**config.mk**
```make
export PLATFORM = sky130hd
export DESIGN_NAME = ifetch_seq_flat
export DESIGN_NICKNAME = d
export VERILOG_FILES = /design/src/rtl/ifetch_seq_if.sv /design/src/rtl/ifetch_seq.sv /design/src/flat_wrapper.sv
export SDC_FILE = /design/constraint.sdc
export NUM_CORES = 1
export LEC_CHECK = 0
export CORE_MARGIN = 2
export CORE_UTILIZATION = 50
export DETAILED_ROUTE_END_ITERATION = 7
export PLACE_DENSITY = 0.76
export SYNTH_ARGS = -nofsm -noshare
export SYNTH_HDL_FRONTEND = slang
export SYNTH_SLANG_ARGS = --single-unit
export TNS_END_PERCENT = 10
```
**constraint.sdc**
```tcl
create_clock -name clock -period 5.4 [get_ports clock]
set_clock_uncertainty 0.05 [all_clocks]
set_input_delay 1.62 -clock clock [delete_from_list [all_inputs] [get_ports clock]]
set_output_delay 1.62 -clock clock [all_outputs]
set_load 0.05 [all_outputs]
```
**src/rtl/ifetch_seq_if.sv**
```systemverilog
// Fetch-side bundle: ROM port, redirect input and the decode valid/ready handshake.
// The master side is the sequencer; the slave side is ROM + decode + execute.
interface ifetch_seq_if #(
   parameter int unsigned ADDR_W = 14
);
   logic              fetch_en;
   logic [ADDR_W-1:0] rom_addr;
   logic [31:0]       rom_dout;
   logic              redirect_valid;
   logic [31:0]       redirect_pc;
   logic              inst_valid;
   logic              inst_ready;
   logic [31:0]       inst_out;
   logic [31:0]       inst_pc;
   logic              busy;

   modport master (
      input  fetch_en, rom_dout, redirect_valid, redirect_pc, inst_ready,
      output rom_addr, inst_valid, inst_out, inst_pc, busy
   );

   modport slave (
      output fetch_en, rom_dout, redirect_valid, redirect_pc, inst_ready,
      input  rom_addr, inst_valid, inst_out, inst_pc, busy
   );
endinterface

```
**src/rtl/ifetch_seq.sv**
```systemverilog
// Instruction-fetch sequencer: owns the PC, issues one ROM read per cycle, absorbs the
// 1-cycle ROM latency in a 2-entry skid buffer and flushes everything on a redirect.
module ifetch_seq #(
   parameter int unsigned ADDR_W   = 14,
   parameter logic [31:0] RESET_PC = 32'h0000_0000
) (
   input logic          clock,
   input logic          reset,
   ifetch_seq_if.master bus
);

   logic [31:0] pc_q, pc_d;
   logic        inflight_q, inflight_d;
   logic [31:0] inflight_pc_q, inflight_pc_d;
   logic [1:0]  cnt_q, cnt_d;
   logic [31:0] ent_pc_q [2];
   logic [31:0] ent_pc_d [2];
   logic [31:0] ent_word_q [2];
   logic [31:0] ent_word_d [2];

   logic [31:0] target;
   logic        xfer;
   logic        push;
   logic        issue;
   logic        wr_idx;

   assign target         = bus.redirect_pc & ~32'h3;
   assign bus.inst_valid = (cnt_q != 2'd0) && !bus.redirect_valid;
   assign bus.inst_out   = ent_word_q[0];
   assign bus.inst_pc    = ent_pc_q[0];
   assign bus.busy       = inflight_q || (cnt_q != 2'd0);
   assign bus.rom_addr   = bus.redirect_valid ? target[ADDR_W+1:2] : pc_q[ADDR_W+1:2];

   assign xfer  = bus.inst_valid && bus.inst_ready;
   // A redirect discards the word landing this cycle.
   assign push  = inflight_q && !bus.redirect_valid;
   // Buffer slots plus the in-flight read never exceed two; a pop frees one slot now.
   assign issue = bus.fetch_en &&
                  (bus.redirect_valid || xfer || ((cnt_q + {1'b0, inflight_q}) < 2'd2));

   always_comb begin
      pc_d          = pc_q;
      inflight_d    = issue;
      inflight_pc_d = inflight_pc_q;
      if (bus.redirect_valid) begin
         pc_d = bus.fetch_en ? target + 32'd4 : target;
         if (issue) inflight_pc_d = target;
      end else if (issue) begin
         inflight_pc_d = pc_q;
         pc_d          = pc_q + 32'd4;
      end
   end

   // Shift-style FIFO: entry 0 is always the head.
   always_comb begin
      cnt_d      = cnt_q;
      ent_pc_d   = ent_pc_q;
      ent_word_d = ent_word_q;
      wr_idx     = ((cnt_q - {1'b0, xfer}) == 2'd1);
      if (bus.redirect_valid) begin
         cnt_d = 2'd0;
      end else begin
         if (xfer) begin
            ent_pc_d[0]   = ent_pc_q[1];
            ent_word_d[0] = ent_word_q[1];
         end
         if (push) begin
            ent_pc_d[wr_idx]   = inflight_pc_q;
            ent_word_d[wr_idx] = bus.rom_dout;
         end
         cnt_d = cnt_q + {1'b0, push} - {1'b0, xfer};
      end
   end

   always_ff @(posedge clock or negedge reset) begin
      if (!reset) begin
         pc_q          <= RESET_PC;
         inflight_q    <= 1'b0;
         inflight_pc_q <= 32'd0;
         cnt_q         <= 2'd0;
         ent_pc_q[0]   <= 32'd0;
         ent_pc_q[1]   <= 32'd0;
         ent_word_q[0] <= 32'd0;
         ent_word_q[1] <= 32'd0;
      end else begin
         pc_q          <= pc_d;
         inflight_q    <= inflight_d;
         inflight_pc_q <= inflight_pc_d;
         cnt_q         <= cnt_d;
         ent_pc_q      <= ent_pc_d;
         ent_word_q    <= ent_word_d;
      end
   end

endmodule

```
**src/flat_wrapper.sv**
```systemverilog
// flat-port wrapper written by rule: the top's interface ports become plain ports
module ifetch_seq_flat 
#(
   parameter int unsigned ADDR_W   = 14,
   parameter logic [31:0] RESET_PC = 32'h0000_0000
)
  (clock, reset, bus_fetch_en, bus_rom_dout, bus_redirect_valid, bus_redirect_pc, bus_inst_ready, bus_rom_addr, bus_inst_valid, bus_inst_out, bus_inst_pc, bus_busy);
  ifetch_seq_if #(.ADDR_W(ADDR_W)) bus_i ();
  input logic clock;
  input logic reset;
  input wire logic [$bits(bus_i.fetch_en)-1:0] bus_fetch_en;
  input wire logic [$bits(bus_i.rom_dout)-1:0] bus_rom_dout;
  input wire logic [$bits(bus_i.redirect_valid)-1:0] bus_redirect_valid;
  input wire logic [$bits(bus_i.redirect_pc)-1:0] bus_redirect_pc;
  input wire logic [$bits(bus_i.inst_ready)-1:0] bus_inst_ready;
  output wire logic [$bits(bus_i.rom_addr)-1:0] bus_rom_addr;
  output wire logic [$bits(bus_i.inst_valid)-1:0] bus_inst_valid;
  output wire logic [$bits(bus_i.inst_out)-1:0] bus_inst_out;
  output wire logic [$bits(bus_i.inst_pc)-1:0] bus_inst_pc;
  output wire logic [$bits(bus_i.busy)-1:0] bus_busy;
  assign bus_i.fetch_en = bus_fetch_en;
  assign bus_i.rom_dout = bus_rom_dout;
  assign bus_i.redirect_valid = bus_redirect_valid;
  assign bus_i.redirect_pc = bus_redirect_pc;
  assign bus_i.inst_ready = bus_inst_ready;
  assign bus_rom_addr = bus_i.rom_addr;
  assign bus_inst_valid = bus_i.inst_valid;
  assign bus_inst_out = bus_i.inst_out;
  assign bus_inst_pc = bus_i.inst_pc;
  assign bus_busy = bus_i.busy;
  ifetch_seq #(.ADDR_W(ADDR_W), .RESET_PC(RESET_PC)) u_core (.clock(clock), .reset(reset), .bus(bus_i));
endmodule
```
==> flow_summary.ini <==
[route]
number_of_optimization_iterations_in_the_first_detailed_route_pass = 5
total_wire_length_um = 20700
per_cell_via_count_in_the_routed_design = 5.38
num_vias = 6606
routedWlPerCell_um = 16.8
postRouteAntennaNets = 0
drt_drc_violations_left = 0
drtIter0Drc = 433

[timing]
fmaxAchievable_ghz = 0.203
timing_max_transition_violations_final = 0
finalSetupTns_ns = 0
layout_min_cycle_time_ns = 4.94
timing_worst_slew_pin_value_ns = 0.925
rsz0062_at_grt = false
post-route-period-util = 0.914
setup_viol = 0
finalHoldViolations = 0
layout_setup_ws_ns = 0.464
worst_slew_margin_rel = 0.383

[global_route]
antenna_found_initial = 0
grt_pass1_vias = 6309
grt_pass1_wl_um = 32900
overflow_left_after_global_routing = 0
pin_count_of_the_biggest_net_entering_global_routing = 104
track_usage = 0.200

[placed_design]
place_congestion = 0.863
dp.final_hpwl_um = 14000
numPlacedInstances = 1195
preCtsSetupSlack_ns = 0.454
port_buffers = 146

[clock_network]
clock_tree.buffer_depth = 2
clock_latency_late_sink_ns = 0.43
clock_tree_from_tritoncts = done
cts_hold_buffers = 0
clkTransAtPathRegs_ns = 0.07
numCtsBuffers = 17
root_buffer = clkbuf_16
resize_count_post_cts = 0
postCtsSetupRepairBufs = 0
clock_sink_count = 191
htree_levels = 4

[die]
placementRows = 51
core_area_um2 = 19400
die_h_um = 144
floorplan.initialDensity = 0.507
design.die.area_um2 = 20800
die_w_um = 144
io_pins = 149

[logic_synthesis]
post_synthesis_register_bit_count = 191
post_synth_num_cell_types = 49
ys.warnings.count = 0
synthTopCellsByArea = dfrtp_1 (49%), mux2_2 (10%), mux2i_1 (10%)
synth_largest_type_area_fraction = 0.486
synth_area_per_cell_um2 = 10.9
syn-num-nets = 971
synth_enable_flop_cells = 0
synthesis.area_um2 = 9840
async_flop_share = 1.00
synth.largest_area_cell = dfrtp_1
synth_flop_cell = dfrtp_1
synthCells = 899
synth_sequential_area_ratio = 0.486

[worst_setup_path]
critical_path.startpoint_type = primary input
critPathKind = in -> out
worst-endpoint-arrival_ns = 3.27
end_kind = output port
critPathRequiredTime_ns = 3.73
maximum_fanout_count_along_the_critical_path = 29

[final_layout]
syn2layout_area_growth_pct = 17.7
final_core_util = 0.597
layout-drive-gt1-share = 0.158
num_antenna_cells = 0
area_of_the_multi_input_gates_um2 = 4240
num-nets-final = 1021
most_frequent_cells_in_the_layout = dfrtp_1 (191), clkdlybuf4s50_1 (144), nand2_1 (99)
non_filler_cells_final = 1227
fillerInstances = 1661
final-seq-area_um2 = 4780
most_common_library_cell_in_the_layout_ignoring_fill_and_taps = dfrtp_1

[power]
leakage_power_nw = 5.18
switching_share = 0.348
power.switching_mw = 1.69
post-layout-total-power_mw = 4.85
power.density_cell_area_nw_per_um2 = 419
p_int_mw = 3.16
vdd.ir_drop.worst_mv = 0.227
clock_power_share = 0.265
power_frac_comb = 0.306
seq_power_share = 0.430

[run_status]
outcome = completed

[run]
timing.max_cap.violations = 0

[worst_hold_path]
holdCritPathClass = reg -> reg
[logic make-up (layout without fill, tap and decap cells)]
group                      after synthesis  count (layout)  share of synthesized area
AOI/OAI and AO/OA                      106             106                     0.0575
DFF                                    191             191                      0.486
and+or+nand+nor                        220             220                      0.117
buffers and inverters                  137             200                     0.0851
muxes                                  189             189                      0.204
xor gates and xnor gates                53              53                     0.0472
adders and majority gates                3               3                    0.00382
[metal layers]
metal  share of wire  track usage  wire length [um]  vias to the layer above
met2            0.46        0.313              9570                      192
met3           0.062       0.0427              1290                       15
met5               0            0                 0                        -
met4          0.0073       0.0501               151                        0
met1            0.47        0.288              9660                     3225
li1                -            -                 -                     3174
[flip-flops by register name, indices dropped and copies added, names as in the netlist]
register and flops:
u_core.bus.inst_out 32, u_core.bus.inst_pc 32, u_core.ent_word_q 32, u_core.ent_pc_q 31, u_core.inflight_pc_q 31, u_core.pc_q 30, u_core.cnt_q 2, u_core.inflight_q 1
[critical path, cell delays in order]
cell             delay (ns)
buf_2                  0.47
mux2_2                 0.45
clkdlybuf4s50_1        0.71
[cells in the mapped netlist, drive strengths merged (2+ instances only)]
cell,count
clkbuf,26
ha,3
xor2,42
nor2,12
or3,3
nor4,5
nor2b,9
mux2i,98
or4,2
dfrtp,191
and3,7
inv,10
nand2,100
nand4,37
xnor2,11
nor3b,2
nor3,7
a31oi,3
buf,101
a21oi,5
and4,7
and2,8
o21ai,89
mux2,91
a211oi,2
nand3,17
[stage by stage]
stage	hold WS (ns)	cell area (um^2)
2_1_floorplan	0.412	9840
3_3_place_gp	0.430	11000
3_5_place_dp	0.440	11000
4_1_cts	0.460	11600
5_1_grt	0.464	11600
6_report	0.452	11600
[power groups by stage]
stage / logic [mW] / registers (mW) / clock network, mW
after floorplan: 1.23 / 2.03 / 0
after CTS: 1.50 / 2.09 / 1.31
after global placement: 1.46 / 2.09 / 0
final: 1.48 / 2.08 / 1.28
after detailed placement: 1.49 / 2.12 / 0
after global routing: 1.59 / 2.14 / 1.37
[final timing paths]
kind                                          start                       to  slack [ns]  cells after the start
max                              bus_redirect_valid         bus_rom_addr[12]        0.46                      3
min                        u_core.inflight_pc_q[21]   u_core.bus.inst_pc[21]        0.45                      2
max reg2reg                         u_core.cnt_q[1]  u_core.inflight_pc_q[3]        2.79                      6
min reg2reg                u_core.inflight_pc_q[21]   u_core.bus.inst_pc[21]        0.45                      2
max in group asynchronous                     reset          u_core.pc_q[19]        3.08                      2
min in group asynchronous                     reset     u_core.ent_word_q[0]        1.24                      1
[area by class of cell]
| cell class | count | share of cell area |
|---|---|---|
| Clock inverter | 15 | 0.0150 |
| Sequential cell | 191 | 0.413 |
| Inverter | 10 | 0.00324 |
| Timing Repair Buffer | 158 | 0.137 |
| Tap cell | 265 | 0.0286 |
| Clock buffer | 17 | 0.0368 |
| Multi-Input combinational cell | 571 | 0.366 |
Power figures use the tool's default switching activity.
==> patch 1 (same settings) <==
Reset style: synchronous (`reset`), changed in one clocked block.
--- a/src/rtl/ifetch_seq.sv
+++ b/src/rtl/ifetch_seq.sv
@@ -72,7 +72,7 @@
       end
    end
 
-   always_ff @(posedge clock or negedge reset) begin
+   always_ff @(posedge clock) begin
       if (!reset) begin
          pc_q          <= RESET_PC;
          inflight_q    <= 1'b0;
Behaviour: differs if reset is asserted again (counterexample within 4 cycles, from zero or initial values and one cycle with reset low); with reset held inactive, the same outputs for 4 cycles.
==> patch 1 against the unedited design <==
Worst setup slack gained 37 ps. Sequential cell count is the same. Global-route usage grew 4.3 points. Worst hold slack lost 45 ps. Critical endpoint is now bus_rom_addr[1]. Design area shrank 3.2%. Non-clock buffer count grew 7. Routed wire length grew 20%. Via count grew 27%. Synthesized area shrank 2.3%.
Power is not compared: it rests on default switching activity, and its combinational part moved more than twofold at a synthesized area within 25%.
==> patch 1: results (changes against the unedited design) <==
[place]
place_area_mm2=0.0106  ; -3.3%
dpl.cell_count=1417  ; +19%
pre_cts_ws_ps=509  ; +54.9 ps
gp_congestion=0.892  ; +3.4%

[worst_hold_path]
hold_path_end=u_core.ent_word_q[18]
holdCritStartpoint=u_core.ent_word_q[18]

[synthesis]
syn_nets=1264  ; +30%
synth.distinct_cells=60  ; +22%
synthFlopType=dfxtp_1
yosysSeqAreaShare_pct=39.8  ; -8.8 points
synthArstFlopShare_pct=0  ; -100 points

[detailed_routing]
via_count=8409  ; +27%
drt_wl_total_um=24900  ; +20%
wl_per_cell_um=17.2  ; +1.9%

[grt]
grt_max_degree=76  ; -27%
grt_pass1_wl_um=40100  ; +22%
grt_util_all_layers_pct=24.4  ; +4.3 points
first_global_vias=8083  ; +28%

[timing]
fin_hold_ws_ps=406  ; -45.3 ps
max_clock_freq_mhz=204  ; +0.76%
relSlewSlack_pct=37.6  ; -0.65 points

[run_status]
outcome=finished, final reports clean

[worst_setup_path]
regToRegStartpoint=u_core.cnt_q[0]
r2r_slack_ps=2940  ; +150 ps
crit_path_max_fanout=23  ; -21%
arrival_ps=3230  ; -40 ps
crit_end=bus_rom_addr[1]
rr_endpoint=u_core.bus.inst_out[18]

[cells_and_area]
drive_gt1_share_pct=7.90  ; -7.9 points

patch 1: area by class of cell:
| cell class | count | area, um2 |
|---|---|---|
| fillers | 1687 | 7560 |
| multi-input cells | 820 | 4820 |
| flip-flops and latches | 191 | 3820 |
| repair buffers | 165 | 1640 |
| clock buffers | 17 | 425 |
| well taps | 234 | 293 |
| clock inverters | 15 | 166 |
| inverters | 7 | 28.8 |
patch 1: cells by family after synthesis:
kind of cell / share of synthesized area, %
xor+xnor: 3.46
fa+ha+maj: 0.390
mux: 4.79
simple gates: 22.0
buf+inv: 10.4
compound gates: 19.2
flops: 39.8
patch 1: routing by layer:
| metal | track usage [%] | share of wire (%) | vias up |
|---|---|---|---|
| met4 | 9.85 | 2.9 | 0 |
| met1 | 30.5 | 44 | 4000 |
| met3 | 4.73 | 6.0 | 44 |
| met5 | 0 | 0 | - |
| met2 | 41.3 | 47 | 230 |
| li1 | - | - | 4135 |
patch 1: power breakdown:
group,internal [mW],switching [mW]
registers,1.46,0.0503
clock network,0.660,0.609
logic,0.181,0.284
==> patch 2 (config.mk and constraints unchanged) <==
Without the edit above. `ADDR_W` is set to 14 in 3 places; all go to 15.
--- a/src/rtl/ifetch_seq_if.sv
+++ b/src/rtl/ifetch_seq_if.sv
@@ -1,7 +1,7 @@
 // Fetch-side bundle: ROM port, redirect input and the decode valid/ready handshake.
 // The master side is the sequencer; the slave side is ROM + decode + execute.
 interface ifetch_seq_if #(
-   parameter int unsigned ADDR_W = 14
+   parameter int unsigned ADDR_W = 15
 );
    logic              fetch_en;
    logic [ADDR_W-1:0] rom_addr;
--- a/src/rtl/ifetch_seq.sv
+++ b/src/rtl/ifetch_seq.sv
@@ -1,7 +1,7 @@
 // Instruction-fetch sequencer: owns the PC, issues one ROM read per cycle, absorbs the
 // 1-cycle ROM latency in a 2-entry skid buffer and flushes everything on a redirect.
 module ifetch_seq #(
-   parameter int unsigned ADDR_W   = 14,
+   parameter int unsigned ADDR_W   = 15,
    parameter logic [31:0] RESET_PC = 32'h0000_0000
 ) (
    input logic          clock,
--- a/src/flat_wrapper.sv
+++ b/src/flat_wrapper.sv
@@ -1,7 +1,7 @@
 // flat-port wrapper written by rule: the top's interface ports become plain ports
 module ifetch_seq_flat 
 #(
-   parameter int unsigned ADDR_W   = 14,
+   parameter int unsigned ADDR_W   = 15,
    parameter logic [31:0] RESET_PC = 32'h0000_0000
 )
   (clock, reset, bus_fetch_en, bus_rom_dout, bus_redirect_valid, bus_redirect_pc, bus_inst_ready, bus_rom_addr, bus_inst_valid, bus_inst_out, bus_inst_pc, bus_busy);
Ports: changed (resized bus_rom_addr); port bits go from 149 to 150. No check against the original RTL was run, so the function may have changed too.
==> patch 2 against the unedited design <==
Design area rose by 0.73%. Global-route usage rose by 1.3 points. Total power fell by 0.89%. Sequential cell count did not move. Critical endpoint is now bus_rom_addr[14]. Routed wire length rose by 6.6%. Fmax fell by 2.3%. Worst setup slack got worse by 110 ps. Worst hold slack improved by 4.6 ps. Synthesized area rose by 1.5%.
==> patch 2: results (changes against the unedited design) <==
[grt]
first_global_vias=6816  ; +8.0%
grt_util_all_layers_pct=21.3  ; +1.3 points
grt_pass1_wl_um=36500  ; +11%
grt_max_degree=127  ; +22%
antenna_found_initial=0  ; unchanged

[clock_network]
path_clk_slew_ps=70  ; about the same
ctsRootBufferMaster=clkbuf_16
numCtsBuffers=17  ; unchanged
cts_htree_levels=4  ; unchanged
clock_latency_ps=430  ; about the same
cts.path.max_buffers=2  ; unchanged

[place]
port_buffers=147  ; +0.68%
place_area_mm2=0.0111  ; +0.97%
pre_cts_ws_ps=351  ; -103 ps
dp_hpwl_um=14800  ; +5.3%
gp_congestion=0.877  ; +1.7%

[run_status]
outcome=finished, final reports clean

[synthesis]
syn_area_per_cell_um2=10.8  ; -1.2%
synth.distinct_cells=51  ; +4.1%
synthTopCellsByArea=dfrtp_1 (48%), mux2_2 (10%), mux2i_1 (9.3%), buf_4 (6.2%), o21ai_0 (4.2%)
yosysSeqAreaShare_pct=47.9  ; -0.72 points
synthTopCellsByCount=dfrtp_1 (191), nand2_1 (103), mux2i_1 (93)
synthFlopType=dfrtp_1

[detailed_routing]
wl_per_cell_um=17.7  ; +5.1%
dr.first_iter.drc_count=390  ; -9.9%
viasPerCell=5.54  ; +2.8%
first_pass_iters=6  ; +1
via_count=6892  ; +4.3%

[cells_and_area]
final_common_cell=dfrtp_1
drive_gt1_share_pct=15.1  ; -0.70 points
nFillCells=1656  ; -0.30%
fin_nets=1039  ; +1.8%

[worst_setup_path]
arrival_ps=3380  ; +110 ps
crit_path_max_fanout=30  ; +3.4%

[power]
total_leakage_power_nw=5.13  ; -0.93%
peakVddDrop_mv=0.248  ; +9.2%

[worst_hold_path]
hold_class=reg2reg
holdPathStages=2  ; unchanged

[timing]
relSlewSlack_pct=39.8  ; +1.5 points

-- patch 2: cell count changes after synthesis, sizes merged, moves of 7 or more --
cell / unedited run / this run
xor2: 42 / 18
nand4: 37 / 20
xnor2: 11 / 24
nor4: 5 / 16
buf: 101 / 109
nor2: 12 / 20
nand3: 17 / 24
o31a: 0 / 7
-- patch 2: power by group --
| part | internal (mW) | switching [mW] | leakage (nW) |
|---|---|---|---|
| clock | 0.619 | 0.603 | 0.280 |
| combinational | 0.624 | 0.876 | 2.50 |
| sequential | 1.84 | 0.246 | 2.36 |
| total | 3.08 | 1.72 | 5.13 |
-- patch 2: metal layers --
| metal | vias to the layer above | part of all wire [%] | wire length, um | GRT usage (%) |
|---|---|---|---|---|
| li1 | 3282 | - | - | - |
| met1 | 3387 | 46 | 10100 | 29.3 |
| met3 | 26 | 4.9 | 1080 | 4.76 |
| met2 | 197 | 48 | 10500 | 34.6 |
| met5 | - | 0 | 0 | 0 |
| met4 | 0 | 1.5 | 321 | 5.34 |
-- patch 2: cell families after synthesis --
group	share of synthesized area [%]
compound gates	7.02
mux	19.7
simple gates	12.7
buf+inv	8.69
flops	47.9
xor+xnor	3.68
fa+ha+maj	0.376
-- patch 2: area by class of cell --
cell class | count | area, um2 | share of cell area (%)
sequential | 191 | 4780 | 41.0
clock inverter | 14 | 149 | 1.28
clock buffer | 18 | 429 | 3.68
inverter | 7 | 26.3 | 0.225
multi-input combinational | 594 | 4360 | 37.4
timing repair buffer | 156 | 1580 | 13.6
tap | 265 | 332 | 2.84
-- patch 2: tightest hold or removal path: cells and delay by family (launching register included) --
family	cells	cell delay, ps
DFF	1	360
and+or+nand+nor	1	50
AOI/OAI and AO/OA	1	60
-- patch 2: final timing paths --
path	startpoint	to	slack [ps]
worst max register to register	u_core.cnt_q[0]	u_core.inflight_pc_q[13]	2900
worst max-delay path	bus_redirect_valid	bus_rom_addr[14]	350
worst min register to register	u_core.inflight_pc_q[30]	u_core.inflight_pc_q[30]	460
max in group asynchronous	reset	u_core.bus.inst_pc[27]	3080
worst min-delay path	u_core.inflight_pc_q[30]	u_core.inflight_pc_q[30]	460
min in group asynchronous	reset	u_core.ent_word_q[11]	1240
-- patch 2: metrics by stage --
step / util [%] / hold WS [ps]
floorplan: - / 412
detailed placement: 56.8 / 442
finish: 59.7 / 456
global route: 59.7 / 466
global placement: 56.8 / 430
CTS: 59.7 / 459
